File: src/rtl/dmem_arbiter.sv
// Two-requester arbiter for the single-port DataMemory: CPU first,
// with a starvation guard that lets the debug/DMA port win after a wait.
module dmem_arbiter #(
    parameter int ADDR_W       = 32,
    parameter int DATA_W       = 32,
    parameter int ACC_CYCLES   = 1,
    parameter int STARVE_LIMIT = 4
) (
    input  logic              clk,
    input  logic              Reset,
    input  logic              cpu_req,
    input  logic              cpu_we,
    input  logic [ADDR_W-1:0] cpu_addr,
    input  logic [DATA_W-1:0] cpu_wdata,
    output logic [DATA_W-1:0] cpu_rdata,
    output logic              cpu_ack,
    output logic              cpu_stall,
    input  logic              dbg_req,
    input  logic              dbg_we,
    input  logic [ADDR_W-1:0] dbg_addr,
    input  logic [DATA_W-1:0] dbg_wdata,
    output logic [DATA_W-1:0] dbg_rdata,
    output logic              dbg_ack,
    output logic [ADDR_W-1:0] mem_addr,
    output logic [DATA_W-1:0] mem_wdata,
    output logic              mem_rd,
    output logic              mem_wr,
    input  logic [DATA_W-1:0] mem_rdata
);

    localparam int CW = (ACC_CYCLES > 1) ? $clog2(ACC_CYCLES) : 1;
    localparam int WW = $clog2(STARVE_LIMIT + 1);

    localparam logic [1:0] S_IDLE = 2'd0;
    localparam logic [1:0] S_BUSY = 2'd1;
    localparam logic [1:0] S_DONE = 2'd2;

    localparam logic [CW-1:0] CNT_INIT = CW'(ACC_CYCLES - 1);
    localparam logic [WW-1:0] WAIT_MAX = WW'(STARVE_LIMIT);

    logic [1:0]        state_q, state_d;
    logic              owner_q, owner_d;
    logic              we_q, we_d;
    logic [ADDR_W-1:0] addr_q, addr_d;
    logic [DATA_W-1:0] wdata_q, wdata_d;
    logic [CW-1:0]     cnt_q, cnt_d;
    logic [WW-1:0]     wait_q, wait_d;
    logic [DATA_W-1:0] cpu_rdata_q, cpu_rdata_d;
    logic [DATA_W-1:0] dbg_rdata_q, dbg_rdata_d;

    logic busy, done, grant, grant_dbg, last;

    assign busy      = (state_q == S_BUSY);
    assign done      = (state_q == S_DONE);
    assign grant     = (state_q == S_IDLE) & (cpu_req | dbg_req);
    // dbg wins a tie only once it has waited long enough
    assign grant_dbg = grant & dbg_req
                     & (~cpu_req | (wait_q >= WAIT_MAX));
    assign last      = busy & (cnt_q == '0);

    always_comb begin
        state_d = state_q;
        owner_d = owner_q;
        we_d    = we_q;
        addr_d  = addr_q;
        wdata_d = wdata_q;
        cnt_d   = cnt_q;
        unique case (state_q)
            S_IDLE: begin
                if (grant) begin
                    state_d = S_BUSY;
                    owner_d = grant_dbg;
                    we_d    = grant_dbg ? dbg_we    : cpu_we;
                    addr_d  = grant_dbg ? dbg_addr  : cpu_addr;
                    wdata_d = grant_dbg ? dbg_wdata : cpu_wdata;
                    cnt_d   = CNT_INIT;
                end
            end
            S_BUSY: begin
                cnt_d = cnt_q - 1'b1;
                if (last) begin
                    state_d = S_DONE;
                    cnt_d   = '0;
                end
            end
            S_DONE:  state_d = S_IDLE;
            default: state_d = S_IDLE;
        endcase
    end

    always_comb begin
        cpu_rdata_d = cpu_rdata_q;
        dbg_rdata_d = dbg_rdata_q;
        if (last && !we_q) begin
            if (owner_q) dbg_rdata_d = mem_rdata;
            else         cpu_rdata_d = mem_rdata;
        end
    end

    always_comb begin
        wait_d = wait_q;
        if (grant_dbg)
            wait_d = '0;
        else if (dbg_req && (wait_q < WAIT_MAX))
            wait_d = wait_q + 1'b1;
    end

    always_ff @(posedge clk or negedge Reset) begin
        if (!Reset) begin
            state_q     <= S_IDLE;
            owner_q     <= 1'b0;
            we_q        <= 1'b0;
            addr_q      <= '0;
            wdata_q     <= '0;
            cnt_q       <= '0;
            wait_q      <= '0;
            cpu_rdata_q <= '0;
            dbg_rdata_q <= '0;
        end else begin
            state_q     <= state_d;
            owner_q     <= owner_d;
            we_q        <= we_d;
            addr_q      <= addr_d;
            wdata_q     <= wdata_d;
            cnt_q       <= cnt_d;
            wait_q      <= wait_d;
            cpu_rdata_q <= cpu_rdata_d;
            dbg_rdata_q <= dbg_rdata_d;
        end
    end

    // strobes derive from state only, so reset drops mem_wr at once
    assign mem_addr  = busy ? addr_q  : '0;
    assign mem_wdata = busy ? wdata_q : '0;
    assign mem_rd    = busy & ~we_q;
    assign mem_wr    = busy &  we_q;

    assign cpu_ack   = done & ~owner_q;
    assign dbg_ack   = done &  owner_q;
    assign cpu_stall = cpu_req & ~cpu_ack;
    assign cpu_rdata = cpu_rdata_q;
    assign dbg_rdata = dbg_rdata_q;

endmodule

File: config.mk
export PLATFORM = sky130hd
export DESIGN_NAME = dmem_arbiter
export DESIGN_NICKNAME = d
export VERILOG_FILES = /design/src/rtl/dmem_arbiter.sv
export SDC_FILE = /design/constraint.sdc
export NUM_CORES = 1
export LEC_CHECK = 0
export ABC_AREA = 1
export ABC_CLOCK_PERIOD_IN_PS = 2100
export BUFFER_PORTS_ARGS = -buffer_cell sky130_fd_sc_hd__buf_2
export CAP_MARGIN = 20
export CORE_MARGIN = 5
export CORE_UTILIZATION = 52
export DETAILED_ROUTE_END_ITERATION = 8
export HOLD_SLACK_MARGIN = 0.12
export PLACE_DENSITY = 0.86
export RECOVER_POWER = 50
export REMOVE_ABC_BUFFERS = 1
export SYNTH_ARGS = -nofsm -noshare
export SYNTH_HDL_FRONTEND = slang
export SYNTH_SLANG_ARGS = --single-unit
File: constraint.sdc
create_clock -name clk -period 2.1 [get_ports clk]
set_input_delay 0.21 -clock clk [delete_from_list [all_inputs] [get_ports clk]]
set_output_delay 0.21 -clock clk [all_outputs]
set_load 0.005 [all_outputs]
==> results of run 1 <==
[state kept, by name (all words and copies together), names as in the netlist, 2 cells and up]
register / count
addr_q: 32
wait_q: 3
dbg_rdata: 32
wdata_q: 32
state_q: 2
cpu_rdata: 32
[placed cells by master (no fill, tap or decap), drive strengths merged]
master / n
buf: 258
bufinv: 3
clkbuf: 74
clkinv: 4
clkinvlp: 3
dfrtp: 136
diode: 2
dlygate4sd3: 84
ha: 1
inv: 235
nand2: 270
nand3: 69
nand4: 65
nor2: 71
o21ai: 70
or2: 1
[power groups by stage]
stage / registers (W) / clock network (W) / logic (W)
detailed placement: 0.00464 / 0 / 0.00552
floorplan: 0.00459 / 0 / 0.00301
global placement: 0.00462 / 0 / 0.00531
global route: 0.00486 / 0.00318 / 0.00631
CTS: 0.00465 / 0.00304 / 0.00569
finish: 0.00472 / 0.00301 / 0.00564
[per-stage QoR]
step	cells	hold slack (ns)	worst slack (ns)	setup TNS, ns	total power [W]
6_report	1522	0.134	0.130	0	0.0134
5_1_grt	1522	0.127	0.0167	0	0.0143
2_1_floorplan	917	-0.0856	-0.988	-66.78	0.00761
3_5_place_dp	1405	0.169	0.500	0	0.0102
4_1_cts	1520	0.120	0.0743	0	0.0134
3_3_place_gp	1405	0.161	0.572	0	0.00993
[worst min path at each step]
stage               depth (start not counted)  slack (ns)          start     endpoint
global placement                            1        0.16          Reset  wdata_q[16]
global route                                5        0.13  cpu_wdata[21]  wdata_q[21]
finish                                      5        0.13    cpu_addr[6]    addr_q[6]
detailed placement                          1        0.17          Reset   addr_q[17]
CTS                                         5        0.12   dbg_wdata[8]   wdata_q[8]
floorplan                                   0       -0.09          Reset    addr_q[0]
[kinds of logic after synthesis]
| family | share of synthesized area, % |
|---|---|
| AO/OA/AOI/OAI | 5.11 |
| adder cells (fa/ha/maj) | 0.177 |
| buffers and inverters | 17.1 |
| flip-flops | 48.1 |
| AND/OR/NAND/NOR | 29.6 |
[repair_timing]
| item | 4_1_cts | 5_1_grt |
|---|---|---|
| hold endpoints to repair | 163 | 0 |
| buffers inserted | 0 | 0 |
| setup endpoints to repair | 0 | 3 |
| hold buffers | 84 | 0 |
| resized for setup | 0 | 2 |
[per-layer routing]
metal	part of all wire [%]	vias to the layer above	routed length, µm
li1	-	3657	-
met1	36	3556	8650
met2	52	434	12300
met3	6.5	104	1550
met4	5.4	0	1290
met5	0	-	0
[worst max-delay path, delay by kind of cell, from the launching register on]
family | cells | cell delay (ns)
simple gates | 4 | 0.50
flops | 1 | 0.43
buf+inv | 2 | 0.86
[final cells by class]
type	count	area, µm²	area share (%)
Sequential cell	136	3400	34.0
Inverter	234	881	8.79
Multi-Input combinational cell	547	2480	24.7
Clock buffer	20	447	4.46
Antenna cell	2	5.00	0.0500
Timing Repair Buffer	396	2440	24.3
Clock inverter	11	149	1.49
Tap cell	176	220	2.20
==> run summary, run 1 <==
Outcome: finished, final reports clean
CTS buffer count: 17
Netlist Area Pre-Place: 7080 µm²
Via density: 5.09
Final nets: 1,499
Max Clock Freq: 0.508 GHz
Sw frac: 40.7%
Slew headroom: 20.6%
Initial antenna violation count: 2
WP data arrival: 2.27 ns
Crit path from: state_q[0]
Reg2reg path depth: 6
Busiest layer in global routing: met2
# fillers: 1,008
DR DRC count: 0
Vias in the first global route: 7,842
Worst Tran Pin Value: 1.19 ns
Yosys top cell area share: 48.1%
Count leader, synth: nand2_1
Syn Inst Count: 979
RSZ-0062 raised after global routing: false
Syn avg cell area: 7.23 µm²
Clock power frac: 22.5%
Die H: 127 µm
Critical path destination: wdata_q[11]
Max IR drop VDD: 0.000778 V
H-tree Lvls: 4
DIE WIDTH: 127 µm
Final Max Slew Viols: 0
Launch point of the worst reg-to-reg path: state_q[0]
Met1 usage: 33.6%
Post-synth EDFFs: 0
Crit-path cells: nor2_4 > buf_12 > nand4_1 > nand3_1 > dlygate4sd3_1 > nand2_1
Final Core Density: 75.3%
Via count: 7,751
# Max-Cap Violations: 0
Synth Register Bits: 136
Final wirelength: 23,800 µm
Synth cell count leaders: nand2_1 (269), inv_1 (233), dfrtp_1 (136), nor2_1 (69), nand3_1 (66)
Row count: 42
Area Overhead vs Synth: 41.4%
Fin. Hold Viols: 0
Core Area: 13,300 µm²
Period utilization: 93.8%
Endpoints failing setup: 0
Clock latency on the worst-skew pair: 0.41 ns
Crit. End Element: flop
PwrDens: 1330 nW/µm²
FF-to-FF End: wdata_q[11]
Sequential Power Share: 35.3%
Crit path max fanout: 66
DRT iter0 DRCs: 772
Wirelength per Cell: 15.6 µm
Path type of the worst setup path: flop to flop
Tot GR Track Use: 29.6%
Startpoint Class: flop
Grt met3 use: 6.81%
Clock skew: 0.00565 ns
Critical path's largest stage delay: 0.56 ns
Die Footprint: 16,100 µm²
HPWL after DPL: 14,600 µm
First-pass DRT Iterations: 7
Placed cell area: 8660 µm²
Grt met2 use: 50.2%
Synth area leader: dfrtp_1
Placer Congestion: 0.882
Cell Int Power: 0.00793 W
Post-route design area: 10,000 µm²
CTS tree: yes
Register area share after synthesis: 48.1%
Main synth FF type: dfrtp_1
IO Pins: 299
Antenna viol nets, final: 0
Worst hold path class: input port to flop
Largest net degree at the start of global routing: 68
Overflow after GRT: 0
Req. time, crit path: 2.40 ns
Global-route wire length before repair: 37,900 µm
Switch Pwr: 0.00544 W
Layout cells sized above 1: 22.3%
CTS root buffer: clkbuf_16
Initial Utilization: 53.3%
Bufs on Longest Clock Path: 2
Post-layout minimum cycle time: 1.97 ns
Cell variety after synth: 22
CTS sink count: 136
Port bufs: 298
Combinational power share: 42.2%
Async SR Flop Fraction: 100%
Crit path max-delay cell type: dlygate4sd3_1
Worst-path clk slew: 0.06 ns
Pleak: 5.98 nW
Yosys warns: 0
Synth top area cells: dfrtp_1 (48%), nand2_1 (14%), inv_1 (12%)
Reg2Reg Setup Slack: 0.13 ns
No activity file was read; power rests on OpenSTA's default activity.
==> run 2, diff against run 1 <==
--- a/config.mk
+++ b/config.mk
@@ -14,7 +14,7 @@
 export DETAILED_ROUTE_END_ITERATION = 8
 export HOLD_SLACK_MARGIN = 0.12
 export PLACE_DENSITY = 0.86
-export RECOVER_POWER = 50
+export RECOVER_POWER = 100
 export REMOVE_ABC_BUFFERS = 1
 export SYNTH_ARGS = -nofsm -noshare
 export SYNTH_HDL_FRONTEND = slang
==> run 2 against run 1 <==
Effect of this change: via count is essentially flat; first-iteration DRC count shrank 1.7%; core utilization shrank 0.72 points; global-route usage is the same; largest cell class unchanged; highest routed layer unchanged.
==> run summary, run 2 (same netlist as run 1, synthesis figures left out) <==
Outcome: finished, final reports clean
Clock latency on the worst-skew pair: 0.41 ns (about the same)
Final Max Slew Viols: 0 (unchanged)
PwrDens: 1330 nW/µm² (-0.61%)
Worst hold path stage count: 5 (unchanged)
CP delay by family, top: buffers and inverters
Wirelength per Cell: 15.5 µm (-0.48%)
Final wirelength: 23,700 µm (-0.48%)
Overflow after GRT: 0 (unchanged)
Reg2reg path depth: 6 (unchanged)
Slew headroom: 19.9% (-0.72 points)
Critical path's largest stage delay: 0.54 ns (-0.02 ns)
Worst-path clk slew: 0.06 ns (about the same)
Layout cells sized above 1: 18.0% (-4.3 points)
WP data arrival: 2.26 ns (about the same)
CTS buffer count: 17 (unchanged)
Fin. Hold Viols: 0 (unchanged)
FF-to-FF End: wdata_q[20]
RSZ-0062 raised after global routing: false
Max Clock Freq: 0.510 GHz (+0.44%)
Endpoints failing setup: 0 (unchanged)
Req. time, crit path: 2.40 ns (about the same)
Global-route wire length before repair: 37,900 µm (unchanged)
Clock skew: 0.00758 ns (+0.00193 ns)
DIE WIDTH: 127 µm (unchanged)
Hold Path Sink: wdata_q[12]
Pleak: 5.74 nW (-4.0%)
Launch point of the worst reg-to-reg path: state_q[0]
Hold Startpoint: cpu_wdata[12]
Initial Utilization: 53.3% (unchanged)
H-tree Lvls: 4 (unchanged)
Placed cell area: 8660 µm² (unchanged)
Bufs on Longest Clock Path: 2 (unchanged)
Die Footprint: 16,100 µm² (unchanged)
Period utilization: 93.4% (-0.41 points)
Initial antenna violation count: 2 (unchanged)
FF/Latch Area: 3400 µm² (unchanged)
Row count: 42 (unchanged)
Placer Congestion: 0.882 (unchanged)
Final Core Density: 74.6% (-0.72 points)
Crit-path cells: nor2_4 > buf_12 > nand4_1 > nand3_1 > dlygate4sd3_1 > nand2_1
HPWL after DPL: 14,600 µm (unchanged)
Tot GR Track Use: 29.6% (unchanged)
Worst path buffer plus inverter count: 2 (unchanged)
# fillers: 1,059 (+5.1%)
Commonest non-fill, non-tap cell in the layout: nand2_1
Antenna viol nets, final: 0 (unchanged)
Post-layout minimum cycle time: 1.96 ns (-0.00866 ns)
CTS tree: yes
Worst hold path class: input port to flop
CTS sink count: 136 (unchanged)
Crit path from: state_q[0]
Most frequent cells in the layout: nand2_1 (269), inv_1 (233), buf_2 (177), dfrtp_1 (136), clkbuf_1 (109)
Path type of the worst setup path: flop to flop
Area of the multi-input gates: 2450 µm² (-0.96%)
Worst Tran Pin Value: 1.20 ns (+0.0108 ns)
Area Overhead vs Synth: 40.1%
Die H: 127 µm (unchanged)
Port bufs: 298 (unchanged)
CTS root buffer: clkbuf_16
Largest net degree at the start of global routing: 68 (unchanged)
# Max-Cap Violations: 0 (unchanged)
Crit. End Element: flop
Reg2Reg Setup Slack: 0.14 ns (about the same)
Post-route design area: 9920 µm² (-0.95%)
Crit path max-delay cell type: dlygate4sd3_1
Startpoint Class: flop
DRT iter0 DRCs: 759 (-1.7%)
Design Power: 0.0132 W (-1.6%)
Vias in the first global route: 7,842 (unchanged)
First-pass DRT Iterations: 5 (-2)
Via count: 7,744 (-0.090%)
Max IR drop VDD: 0.000766 V (-1.6%)
Crit path max fanout: 66 (unchanged)
IO Pins: 299 (unchanged)
Final nets: 1,499 (unchanged)
Core Area: 13,300 µm² (unchanged)
DR DRC count: 0 (unchanged)
Via density: 5.09 (about the same)
==> run 2: cell count changes in the layout (fill, tap and decap cells not counted) <==
cell / delta
nor2_8: -1
o21ai_0: +60
o21ai_1: -58
nor2_1: +1
o21ai_2: -2
clkbuf_4: +2
clkbuf_1: +55
buf_2: -69
buf_4: -3
clkbuf_2: +15
==> run 2: power by group <==
group / total, W / switching (W) / internal (W)
combinational: 0.00544 / 0.00348 / 0.00196
sequential: 0.00471 / 0.000780 / 0.00393
clock: 0.00301 / 0.00111 / 0.00189
==> run 2: what timing repair did <==
| item | in CTS | in global routing |
|---|---|---|
| setup endpoints to repair | 0 | 3 |
| setup buffers | 0 | 0 |
| hold buffers | 84 | 0 |
| resized for setup | 0 | 2 |
| endpoints found under the hold margin | 163 | 0 |
==> run 2: worst max path at each step <==
stage	end	depth (start not counted)	slack, ns
6_report	wdata_q[20]	6	0.14
5_1_grt	wdata_q[11]	6	0.02
4_1_cts	wdata_q[20]	7	0.07
3_5_place_dp	cpu_rdata[5]	7	0.50
3_3_place_gp	addr_q[23]	6	0.57
2_1_floorplan	owner_q	4	-0.99
==> run 2: worst register-to-register path, delay by kind of cell, from the launching register on <==
| kind | cells | cell delay (ns) |
|---|---|---|
| buf+inv | 2 | 0.84 |
| flops | 1 | 0.43 |
| simple gates | 4 | 0.58 |
==> run 2: per-stage QoR <==
stage | instances | setup WS (ns) | TNS [ns] | hold slack [ns]
floorplan | 917 | -0.988 | -66.78 | -0.0856
global placement | 1405 | 0.572 | 0 | 0.161
detailed placement | 1405 | 0.500 | 0 | 0.169
CTS | 1520 | 0.0743 | 0 | 0.120
global route | 1522 | 0.0153 | 0 | 0.127
finish | 1522 | 0.139 | 0 | 0.133
==> run 2: per-layer routing <==
metal	part of all wire (%)	GRT usage, %	up-vias
met1	36	33.6	3558
met5	0	0	-
met3	7.0	6.81	100
li1	-	-	3642
met2	51	50.2	444
met4	5.2	18.7	0
==> run 2: layout make-up <==
cell class	instances	area share [%]
Sequential cell	136	34.3
Multi-Input combinational cell	547	24.7
Timing Repair Buffer	396	23.8
Inverter	234	8.88
Clock buffer	20	4.50
Tap cell	176	2.22
Clock inverter	11	1.50
Antenna cell	2	0.0504
==> run 3, diff against run 2 <==
--- a/config.mk
+++ b/config.mk
@@ -11,11 +11,13 @@
 export CAP_MARGIN = 20
 export CORE_MARGIN = 5
 export CORE_UTILIZATION = 52
+export CTS_BUF_LIST = sky130_fd_sc_hd__clkbuf_8 sky130_fd_sc_hd__clkbuf_16
 export DETAILED_ROUTE_END_ITERATION = 8
 export HOLD_SLACK_MARGIN = 0.12
 export PLACE_DENSITY = 0.86
 export RECOVER_POWER = 100
 export REMOVE_ABC_BUFFERS = 1
+export SETUP_SLACK_MARGIN = 0.2
 export SYNTH_ARGS = -nofsm -noshare
 export SYNTH_HDL_FRONTEND = slang
 export SYNTH_SLANG_ARGS = --single-unit
==> run 3 against run 2 <==
Effect of this change: non-clock buffer count up 1; final area grew 0.15%; clock power is essentially flat; core utilization grew 0.11 points; worst setup slack improved by 0.051 ns; cell count hardly changed; critical path depth shrank 1; routed wire length up 1.4%; critical endpoint is now mem_addr[11]; largest power group unchanged; highest routed layer unchanged.
==> run summary, run 3 (same netlist as run 1, synthesis figures left out) <==
DIE WIDTH: 127 µm (unchanged)
Antenna viol nets, final: 0 (unchanged)
Worst Tran Pin Value: 1.19 ns (-0.00927 ns)
First-pass DRT Iterations: 6 (+1)
DRT iter0 DRCs: 736 (-3.0%)
Port bufs: 298 (unchanged)
Max Clock Freq: 0.523 GHz (+2.7%)
Inst Count DP: 1,405 (unchanged)
Crit-path cells: inv_1 > nand2_4 > buf_4 > nor2_1 > clkbuf_1
Req. time, crit path: 1.89 ns (-0.51 ns)
CTS buffer count: 17 (unchanged)
Largest net degree at the start of global routing: 68 (unchanged)
Bufs on Longest Clock Path: 2 (unchanged)
Endpoints failing setup: 0 (unchanged)
Fin. Hold Viols: 0 (unchanged)
Crit. End Element: output port
Clock skew: 0.00723 ns (-0.000350 ns)
Post-route insts no fill: 1,523 (+0.066%)
Via count: 7,728 (-0.21%)
CTS sink count: 136 (unchanged)
Layout cells sized above 1: 18.2% (+0.21 points)
H-tree Lvls: 4 (unchanged)
Path type of the worst setup path: flop to output port
DR DRC count: 0 (unchanged)
Row count: 42 (unchanged)
Pleak: 5.78 nW (+0.65%)
CP delay by family, top: buffers and inverters
Slew headroom: 20.5% (+0.62 points)
CTS root buffer: clkbuf_16
Worst path buffer plus inverter count: 3 (+1)
# Max-Cap Violations: 0 (unchanged)
PwrDens: 1330 nW/µm² (about the same)
Pre-CTS setup slack: 0.500 ns (unchanged)
Overflow after GRT: 0 (unchanged)
Core Area: 13,300 µm² (unchanged)
Worst hold path class: input port to flop
Max IR drop VDD: 0.000767 V (about the same)
Die H: 127 µm (unchanged)
Die Footprint: 16,100 µm² (unchanged)
Commonest non-fill, non-tap cell in the layout: nand2_1
Crit path max-delay cell type: buf_4
Final wirelength: 24,000 µm (+1.4%)
Placer Congestion: 0.882 (unchanged)
Worst-path clk slew: 0.06 ns (about the same)
Startpoint Class: flop
Clock latency on the worst-skew pair: 0.41 ns (about the same)
Global-route wire length before repair: 38,000 µm (+0.29%)
Critical path's largest stage delay: 0.42 ns (-0.12 ns)
Initial Utilization: 53.3% (unchanged)
Final worst slack: 0.190 ns (+0.0510 ns)
Area Overhead vs Synth: 40.3%
Outcome: finished, final reports clean
Initial antenna violation count: 2 (unchanged)
CTS tree: yes
Vias in the first global route: 7,868 (+0.33%)
Most frequent cells in the layout: nand2_1 (268), inv_1 (236), buf_2 (181), dfrtp_1 (136), clkbuf_1 (104)
# fillers: 1,051 (-0.76%)
Tot GR Track Use: 29.6% (+0.036 points)
Final nets: 1,500 (+0.067%)
Final Max Slew Viols: 0 (unchanged)
Wirelength per Cell: 15.8 µm (+1.4%)
Post-layout minimum cycle time: 1.91 ns (-0.0510 ns)
HPWL after DPL: 14,600 µm (unchanged)
Crit path max fanout: 33 (-50%)
RSZ-0062 raised after global routing: true
Hold slack: 0.126 ns (-0.00729 ns)
IO Pins: 299 (unchanged)
Via density: 5.07 (-0.27%)
Period utilization: 91.0% (-2.4 points)
WP data arrival: 1.70 ns (-0.56 ns)
-- run 3: changes by cell type in the layout (fill, tap and decap cells not counted), moves of 2 or more --
cell      delta
buf_2        +4
clkbuf_1     -5
nand3_1      +2
inv_1        +3
-- run 3: power by group --
part	leakage [nW]	switching (W)	internal [W]
clock network	0.291	0.00112	0.00188
registers	1.67	0.000789	0.00393
logic	3.82	0.00351	0.00196
-- run 3: path summary, 6_finish.rpt --
check                             start             to  slack [ns]  cells past startpoint
setup reg to reg             state_q[0]     addr_q[23]        0.24                      6
hold / removal             cpu_addr[26]     addr_q[26]        0.13                      5
hold reg to reg              addr_q[26]     addr_q[26]        0.47                      2
min in group asynchronous         Reset     addr_q[17]        0.57                      2
setup / recovery             state_q[1]   mem_addr[11]        0.19                      5
max in group asynchronous         Reset  dbg_rdata[27]        0.45                      3
-- run 3: final cells by class --
class                      count  area [µm²]  share of cell area, %
inverter                     234         878                   8.84
clock inverter                13         156                   1.57
sequential                   136        3400                   34.2
multi-input combinational    547        2460                   24.7
antenna                        2        5.00                 0.0504
timing repair buffer         397        2380                   23.9
clock buffer                  18         439                   4.42
tap                          176         220                   2.22
-- run 3: through the flow --
stage	util [%]	cell area, µm²	power (W)	TNS [ns]
after detailed placement	65.1	8660	0.0102	0
after global routing	74.7	9940	0.0142	0
after CTS	75.9	10100	0.0134	0
final	74.7	9940	0.0132	0
after global placement	65.1	8660	0.00993	0
after floorplan	-	6750	0.00761	-66.78
-- run 3: metal layers --
| metal | share of wire [%] | vias to the layer above | global-route usage (%) |
|---|---|---|---|
| met2 | 51 | 429 | 49.9 |
| li1 | - | 3647 | - |
| met4 | 5.6 | 0 | 19.3 |
| met5 | 0 | - | 0 |
| met3 | 7.3 | 106 | 6.81 |
| met1 | 36 | 3546 | 33.8 |
-- run 3: what timing repair did --
| action | CTS | global route |
|---|---|---|
| buffers inserted | 0 | 0 |
| hold endpoints to repair | 163 | 0 |
| setup endpoints to repair | 0 | 13 |
| resized for setup | 0 | 1 |
| hold buffers | 84 | 0 |
-- run 3: worst reg2reg max path: stages (launching register included) --
cell	delay (ns)
dfrtp_1	0.45
nor2_4	0.20
o21ai_4	0.08
inv_1	0.51
buf_4	0.35
nand3_1	0.13
nand2_1	0.08
